[config.mk]
export PLATFORM = sky130hd
export DESIGN_NAME = seq110_sched
export DESIGN_NICKNAME = d
export VERILOG_FILES = /design/src/rtl/seq110_pkg.sv /design/src/rtl/seq110_core.sv /design/src/rtl/seq110_sched.sv
export SDC_FILE = /design/constraint.sdc
export NUM_CORES = 1
export LEC_CHECK = 0
export BUFFER_PORTS_ARGS = -buffer_cell sky130_fd_sc_hd__buf_4
export CORE_AREA = 2 2 70 72
export CTS_CLUSTER_SIZE = 14
export DETAILED_ROUTE_END_ITERATION = 8
export DIE_AREA = 0 0 72 74
export PLACE_DENSITY_LB_ADDON = 0.2
export SLEW_MARGIN = 20
export SYNTH_ARGS = -nofsm -noshare
export SYNTH_HDL_FRONTEND = slang
export SYNTH_SLANG_ARGS = --single-unit
[constraint.sdc]
create_clock -name clk -period 2.1 [get_ports clk]
set_input_delay 0.315 -clock clk [delete_from_list [all_inputs] [get_ports clk]]
set_output_delay 0.315 -clock clk [all_outputs]
set_load 0.01 [all_outputs]
[src/rtl/seq110_pkg.sv]
// Shared types for the "110" detector scheduler: scheduler states, detector
// state encodings and the detector next-state function.
package seq110_pkg;

   typedef enum logic [1:0] {
      ST_IDLE  = 2'b00,
      ST_SHIFT = 2'b01,
      ST_DONE  = 2'b10
   } sched_state_t;

   localparam logic [1:0] S0 = 2'b00;
   localparam logic [1:0] S1 = 2'b01;
   localparam logic [1:0] S2 = 2'b10;

   // S0 = nothing seen, S1 = "1" seen, S2 = "11" seen (sticky on further 1s).
   function automatic logic [1:0] det_next(input logic [1:0] st, input logic bit_in);
      logic [1:0] nxt;
      nxt = S0;
      case (st)
         S0:      nxt = bit_in ? S1 : S0;
         S1:      nxt = bit_in ? S2 : S0;
         S2:      nxt = bit_in ? S2 : S0;
         default: nxt = S0;
      endcase
      return nxt;
   endfunction

endpackage

[src/rtl/seq110_core.sv]
// Bit-serial Mealy "110" detector with a synchronous clear so each word
// starts from S0.
module seq110_core
   import seq110_pkg::*;
(
   input  logic clk,
   input  logic reset_n,
   input  logic clr,
   input  logic in,
   output logic detect
);

   logic [1:0] state_q;
   logic [1:0] state_d;

   always_comb begin
      state_d = clr ? S0 : det_next(state_q, in);
   end

   assign detect = (state_q == S2) && !in;

   always_ff @(posedge clk or negedge reset_n) begin
      if (!reset_n) begin
         state_q <= S0;
      end else begin
         state_q <= state_d;
      end
   end

endmodule

[src/rtl/seq110_sched.sv]
// Round-robin two-source scheduler feeding one shared "110" detector; each
// accepted word is shifted MSB-first and its detection count is returned.
module seq110_sched
   import seq110_pkg::*;
#(
   parameter int DATA_W = 8,
   parameter int CNT_W  = 4
) (
   input  logic              clk,
   input  logic              reset_n,
   input  logic              req0_valid,
   input  logic [DATA_W-1:0] req0_data,
   output logic              req0_ready,
   input  logic              req1_valid,
   input  logic [DATA_W-1:0] req1_data,
   output logic              req1_ready,
   output logic              res_valid,
   input  logic              res_ready,
   output logic              res_src,
   output logic [CNT_W-1:0]  res_count,
   output logic              busy
);

   localparam int IDX_W = (DATA_W > 1) ? $clog2(DATA_W) : 1;
   localparam logic [IDX_W-1:0] IDX_LAST = IDX_W'(DATA_W - 1);

   sched_state_t      state_q, state_d;
   logic              last_grant_q, last_grant_d;
   logic [DATA_W-1:0] word_q, word_d;
   logic              src_q, src_d;
   logic [CNT_W-1:0]  cnt_q, cnt_d;
   logic [IDX_W-1:0]  idx_q, idx_d;
   logic              res_valid_q, res_valid_d;
   logic              busy_q, busy_d;

   logic gnt0;
   logic gnt1;
   logic core_in;
   logic core_clr;
   logic det;

   // Handshakes: a transfer happens on a rising edge where valid and ready are
   // both 1. Requesters hold valid until ready; res_valid stays up until res_ready.
   always_comb begin
      gnt0 = (state_q == ST_IDLE) && req0_valid && (!req1_valid || last_grant_q);
      gnt1 = (state_q == ST_IDLE) && req1_valid && (!req0_valid || !last_grant_q);
   end

   assign req0_ready = gnt0;
   assign req1_ready = gnt1;
   assign core_clr   = gnt0 | gnt1;
   assign core_in    = (state_q == ST_SHIFT) ? word_q[idx_q] : 1'b0;

   seq110_core u_core (
      .clk     (clk),
      .reset_n (reset_n),
      .clr     (core_clr),
      .in      (core_in),
      .detect  (det)
   );

   always_comb begin
      state_d      = state_q;
      last_grant_d = last_grant_q;
      word_d       = word_q;
      src_d        = src_q;
      cnt_d        = cnt_q;
      idx_d        = idx_q;
      res_valid_d  = res_valid_q;
      busy_d       = busy_q;
      case (state_q)
         ST_IDLE: begin
            if (gnt0 || gnt1) begin
               word_d       = gnt1 ? req1_data : req0_data;
               src_d        = gnt1;
               last_grant_d = gnt1;
               cnt_d        = '0;
               idx_d        = IDX_LAST;
               busy_d       = 1'b1;
               state_d      = ST_SHIFT;
            end
         end
         ST_SHIFT: begin
            if (det) begin
               cnt_d = cnt_q + CNT_W'(1);
            end
            if (idx_q == '0) begin
               res_valid_d = 1'b1;
               state_d     = ST_DONE;
            end else begin
               idx_d = idx_q - IDX_W'(1);
            end
         end
         ST_DONE: begin
            if (res_ready) begin
               res_valid_d = 1'b0;
               busy_d      = 1'b0;
               state_d     = ST_IDLE;
            end
         end
         default: begin
            res_valid_d = 1'b0;
            busy_d      = 1'b0;
            state_d     = ST_IDLE;
         end
      endcase
   end

   always_ff @(posedge clk or negedge reset_n) begin
      if (!reset_n) begin
         state_q      <= ST_IDLE;
         last_grant_q <= 1'b1;
         word_q       <= '0;
         src_q        <= 1'b0;
         cnt_q        <= '0;
         idx_q        <= '0;
         res_valid_q  <= 1'b0;
         busy_q       <= 1'b0;
      end else begin
         state_q      <= state_d;
         last_grant_q <= last_grant_d;
         word_q       <= word_d;
         src_q        <= src_d;
         cnt_q        <= cnt_d;
         idx_q        <= idx_d;
         res_valid_q  <= res_valid_d;
         busy_q       <= busy_d;
      end
   end

   assign res_valid = res_valid_q;
   assign res_src   = src_q;
   assign res_count = cnt_q;
   assign busy      = busy_q;

endmodule

==> results.cfg, run 1 <==
[run_status]
outcome = finished clean

[synthesis]
synthAdderAreaFrac = 0.0573
netlist_area_um2 = 1310
yosysSeqAreaShare = 0.440
synthArstFlopShare = 1.00
ys.flop_type = dfrtp_1
ys_ff_latch = 23
synth_xor_area_frac = 0
synth.area.mux_share = 0.103
postSynthAreaPerCell_um2 = 9.78
ys.warnings.count = 0
synth_edf_count = 0
synth-simple-area-share = 0.186
syn_nets = 161
synth_top_family_by_area = simple AND/OR/NAND/NOR gates
synth_compound_area_frac = 0.160
synth_cell_types = 41
syn_inst = 134

[timing]
fin_crit_sh = 0.895
fin_setup_tns_ns = 0
min_period_ns = 1.88
clock_skew_ns = 0.000629
final-max-slew-violation-count = 0
hold_viol = 0
maxSlewHeadroom = 0.616
finalSetupViolations = 0
worst_slack_ns = 0.220
timing.fmax_ghz = 0.532
worst_slew_pin_slew_ns = 0.575
rsz0062_at_grt = false

[floorplan]
core_area_um2 = 4600
die_h_um = 74
chipWidth_um = 72
die_area_um2 = 5330
ioPinCount = 30
start_util = 0.285
num_rows = 25

[routing]
routed_wl_um = 2950
drt_iter0_markers = 23
vias_per_cell = 4.88
num_vias = 1073
firstDrtPassIters = 4
wire_per_inst_um = 13.4
drc = 0
antenna_left = 0

[grt]
antenna_found_initial = 0
grt_start_max_net_pins = 24
grt_pass1_wl_um = 5040
grt_pass1_vias = 1056
grtUsageTotal = 0.123
gr-total-overflow = 0

[placed_design]
port_buffers = 29
place_congestion = 0.787
post_dp_cell_area_um2 = 1590
dpl.hpwl_um = 2270
dp_slack_ns = 0.392

[power]
comb_power_share = 0.480
sw_frac_of_total = 0.399
p_leak_nw = 0.820
internal_power_mw = 1.25
ir_drop_v = 0.000611
power_frac_seq = 0.387
p_total_mw = 2.08
switching_power_mw = 0.830
power_density_nw_per_um2 = 1260
clkPwrFrac = 0.133

[cts]
cts_tree = yes
cts_root_buf = clkbuf_8
clkTransAtPathRegs_ns = 0.08
cts_setup_buffers = 0
cts_hold_buf = 1
insertion_delay_ns = 0.26
h-tree-depth = 1
cts_buffers = 3
clock_sinks = 23
clk_path_buf_depth = 2
cts-resized-gates = 0

[final_layout]
seqCellArea_um2 = 577
layout_common_cells = buf_4, dfrtp_1, nand2_1, o21ai_0, inv_1
stdcell_area_um2 = 1650
postLayoutCoreUtil = 0.358
area_delta_synth_final_pct = 25.8
antenna_cells = 0
drive_gt1_frac = 0.277
nNetsFinal = 194
final_common_cell = buf_4
multi_input_area_um2 = 663
nFillCells = 469

[min_path]
worstHoldPathCells = 2
min_from = req0_valid
worstHoldEndpoint = last_grant_q$_DFFE_PN1P_
hold_class = input port to register

[worst_setup_path]
critPathKind = register to output pin
ff2ff_setup_slack_ns = 0.40
critPathMaxFanout = 10
cp_data_required_time_ns = 1.78
start_kind = register
worstReg2RegEnd = res_count[1]$_DFFE_PN0P_
r2r_start = idx_q[0]$_DFFE_PN0P_
reg2reg_depth = 4
crit_arrival_ns = 1.57
endpoint_kind = output pin

[job]
drv_cap = 0
[per-stage QoR]
stage,instances,hold slack [ns]
floorplan,134,0.0194
global placement,215,0.232
detailed placement,215,0.233
CTS,220,0.223
global route,220,0.229
finish,220,0.229
[registers in the layout, summed over array words and instances (netlist names)]
name            count
res_src             1
busy                1
state_q             2
res_valid           1
last_grant_q        1
u_core.state_q      2
idx_q               3
res_count           4
word_q              8
[cells in the mapped netlist, drive strengths merged, types with 2 or more instances]
cell type  count  area share
nor3           5       0.019
nor2b          3       0.014
mux2           2       0.017
ha             6       0.057
o22ai          2       0.014
nor2           7       0.026
nand2b         4       0.019
o22a           2       0.014
o21ai         12       0.046
nor4b          2       0.018
inv           10       0.029
nand3          3       0.011
a21oi          5       0.019
buf            3       0.016
nand2         16       0.046
dfrtp         22        0.42
clkbuf         3      0.0086
mux2i          9       0.069
[routing by layer]
metal  routed length [um]  vias to the layer above  share of wire  track usage
met2                 1440                       31           0.49        0.212
met1                 1330                      500           0.45        0.154
met5                    0                        -              0            0
li1                     -                      540              -            -
met3                  164                        2          0.056       0.0366
met4                   17                        0         0.0058       0.0314
[how the worst max path moves through the flow]
stage | from | end | depth (start not counted)
3_3_place_gp | idx_q[0]$_DFFE_PN0P_ | res_count[1]$_DFFE_PN0P_ | 4
5_1_grt | state_q[0]$_DFFE_PN0P_ | req1_ready | 4
4_1_cts | state_q[0]$_DFFE_PN0P_ | req1_ready | 4
2_1_floorplan | idx_q[0]$_DFFE_PN0P_ | res_count[1]$_DFFE_PN0P_ | 5
3_5_place_dp | idx_q[0]$_DFFE_PN0P_ | res_count[1]$_DFFE_PN0P_ | 4
6_report | state_q[0]$_DFFE_PN0P_ | req1_ready | 4
[cells by family after synthesis]
| logic type | after synthesis |
|---|---|
| AND/OR/NAND/NOR | 46 |
| AO/OA/AOI/OAI | 31 |
| flip-flops | 23 |
| buffers and inverters | 16 |
| multiplexers | 12 |
| adder cells (fa/ha/maj) | 6 |
[power groups by stage]
stage / logic, mW / registers (mW) / clock network (mW)
after floorplan: 0.731 / 0.774 / 0
after global placement: 0.980 / 0.810 / 0
after detailed placement: 1.01 / 0.820 / 0
after CTS: 1.02 / 0.811 / 0.288
after global routing: 1.15 / 0.843 / 0.307
final: 0.999 / 0.806 / 0.276
[critical path, cell delays in order (launching register included)]
cell and delay, ns:
dfrtp_1 0.42, nor2_1 0.16, nand3_1 0.44, inv_1 0.15, buf_4 0.13
[cell type report]
| type | count | area share |
|---|---|---|
| timing repair buffer | 34 | 0.156 |
| clock buffer | 4 | 0.0273 |
| multi-input combinational | 95 | 0.402 |
| tap | 54 | 0.0410 |
| sequential | 23 | 0.350 |
| inverter | 10 | 0.0228 |
Power figures use the tool's default switching activity.
==> inputs of run 2 (changes only) <==
--- a/config.mk
+++ b/config.mk
@@ -6,10 +6,10 @@
 export NUM_CORES = 1
 export LEC_CHECK = 0
 export BUFFER_PORTS_ARGS = -buffer_cell sky130_fd_sc_hd__buf_4
-export CORE_AREA = 2 2 70 72
+export CORE_AREA = 5 5 74 76
 export CTS_CLUSTER_SIZE = 14
 export DETAILED_ROUTE_END_ITERATION = 8
-export DIE_AREA = 0 0 72 74
+export DIE_AREA = 0 0 79 81
 export PLACE_DENSITY_LB_ADDON = 0.2
 export SLEW_MARGIN = 20
 export SYNTH_ARGS = -nofsm -noshare
==> results.cfg, run 2 (synthesis gave the netlist of run 1 again) <==
[floorplan]
chipWidth_um = 79
num_rows = 25
die_area_um2 = 6400
start_util = 0.281
core_area_um2 = 4660
ioPinCount = 30
die_h_um = 81

[min_path]
worstHoldEndpoint = last_grant_q$_DFFE_PN1P_
worstHoldPathCells = 2
hold_class = input port to register
min_from = req0_valid

[cts]
insertion_delay_ns = 0.26
cts_buffers = 3
cts_tree = yes
clk_path_buf_depth = 2
cts_root_buf = clkbuf_8
clkTransAtPathRegs_ns = 0.08
h-tree-depth = 1
clock_sinks = 23
cts-resized-gates = 0

[placed_design]
dpl.hpwl_um = 2190
port_buffers = 29
place_congestion = 0.845
place_inst = 214

[timing]
finalSetupViolations = 0
fin_setup_tns_ns = 0
final-max-slew-violation-count = 0
clock_skew_ns = 0.00207
fin_crit_sh = 0.926
min_period_ns = 1.94
hold_viol = 0
rsz0062_at_grt = false
maxSlewHeadroom = 0.701
worst_slew_pin_slew_ns = 0.445
timing.fmax_ghz = 0.514

[worst_setup_path]
start_kind = register
r2r_start = idx_q[0]$_DFFE_PN0P_
critical_path.cell_chain = nor2_1, nand3_1, buf_4, inv_1, buf_4
slowest_delay_ns = 0.51
ff2ff_setup_slack_ns = 0.39
critPathMaxFanout = 12
cp_data_required_time_ns = 1.78
worstReg2RegEnd = res_count[1]$_DFFE_PN0P_
endpoint_kind = output pin
reg2reg_depth = 4
crit_path_frequent_cell = buf_4
critPathKind = register to output pin
crit_arrival_ns = 1.63
slowest_stage = dfrtp_1

[final_layout]
drive_gt1_frac = 0.273
nNetsFinal = 193
largest_reg_flops = 8
top_register = word_q
antenna_cells = 0
layout_common_cells = buf_4, dfrtp_1, nand2_1, o21ai_0, inv_1
final_common_cell = buf_4
instances_no_fill = 219
area_delta_synth_final_pct = 25.2

[run_status]
outcome = finished clean

[grt]
grt_pass1_vias = 1065
top_usage_layer = met2
grtUsageTotal = 0.0920
gr-total-overflow = 0
grt_start_max_net_pins = 24
grtUsageMet3 = 0.0277
met1_usage = 0.117
met2_usage = 0.155
antenna_found_initial = 0
grt_pass1_wl_um = 4750

[routing]
antenna_left = 0
num_vias = 1044
vias_per_cell = 4.77
firstDrtPassIters = 4
routed_wl_um = 2880
drt_iter0_markers = 24
wire_per_inst_um = 13.2
drc = 0

[power]
p_leak_nw = 0.815
power_density_nw_per_um2 = 1250
ir_drop_v = 0.000724
p_total_mw = 2.05

[job]
drv_cap = 0
## run 2: what timing repair did
item,4_1_cts,5_1_grt
hold endpoints to repair,22,0
setup endpoints to repair,0,0
hold buffers,1,0
setup buffers,0,0
## run 2: worst max-delay path: cells and delay by family, from the launching register on
kind | cells | cell delay, ns
AND/OR/NAND/NOR | 2 | 0.49
flip-flops | 1 | 0.51
buffers and inverters | 3 | 0.37
## run 2: how the worst max path moves through the flow
stage                                 from                       end
floorplan             idx_q[0]$_DFFE_PN0P_  res_count[1]$_DFFE_PN0P_
global placement      idx_q[0]$_DFFE_PN0P_  res_count[1]$_DFFE_PN0P_
detailed placement    idx_q[0]$_DFFE_PN0P_  res_count[1]$_DFFE_PN0P_
CTS                 state_q[0]$_DFFE_PN0P_                req1_ready
global route        state_q[0]$_DFFE_PN0P_                req1_ready
finish              state_q[0]$_DFFE_PN0P_                req1_ready
## run 2: area by class of cell
type                            instances  area, um^2
Timing Repair Buffer                   33         250
Sequential cell                        23         577
Multi-Input combinational cell         95         663
Inverter                               10        37.5
Clock buffer                            4        45.0
Tap cell                               54        67.6
Fill cell                             460        3020
## run 2: through the flow
stage	cell area [um^2]	util	setup slack (ns)	hold WS, ns
floorplan	1310	-	0.559	0.0194
global placement	1590	0.340	0.455	0.231
detailed placement	1590	0.340	0.407	0.232
CTS	1640	0.352	0.171	0.217
global route	1640	0.352	0.0630	0.225
finish	1640	0.352	0.156	0.221
## run 2: power breakdown
group	internal [mW]	switching [mW]	leakage, nW	total, mW
Combinational	0.461	0.494	0.514	0.956
Clock	0.135	0.138	0.0228	0.273
Sequential	0.638	0.181	0.278	0.819
Total	1.23	0.814	0.815	2.05
## run 2: metal layers
metal,vias to the layer above,wire length (um)
li1,534,-
met1,489,1390
met2,19,1340
met3,2,130
met4,0,19
met5,-,0
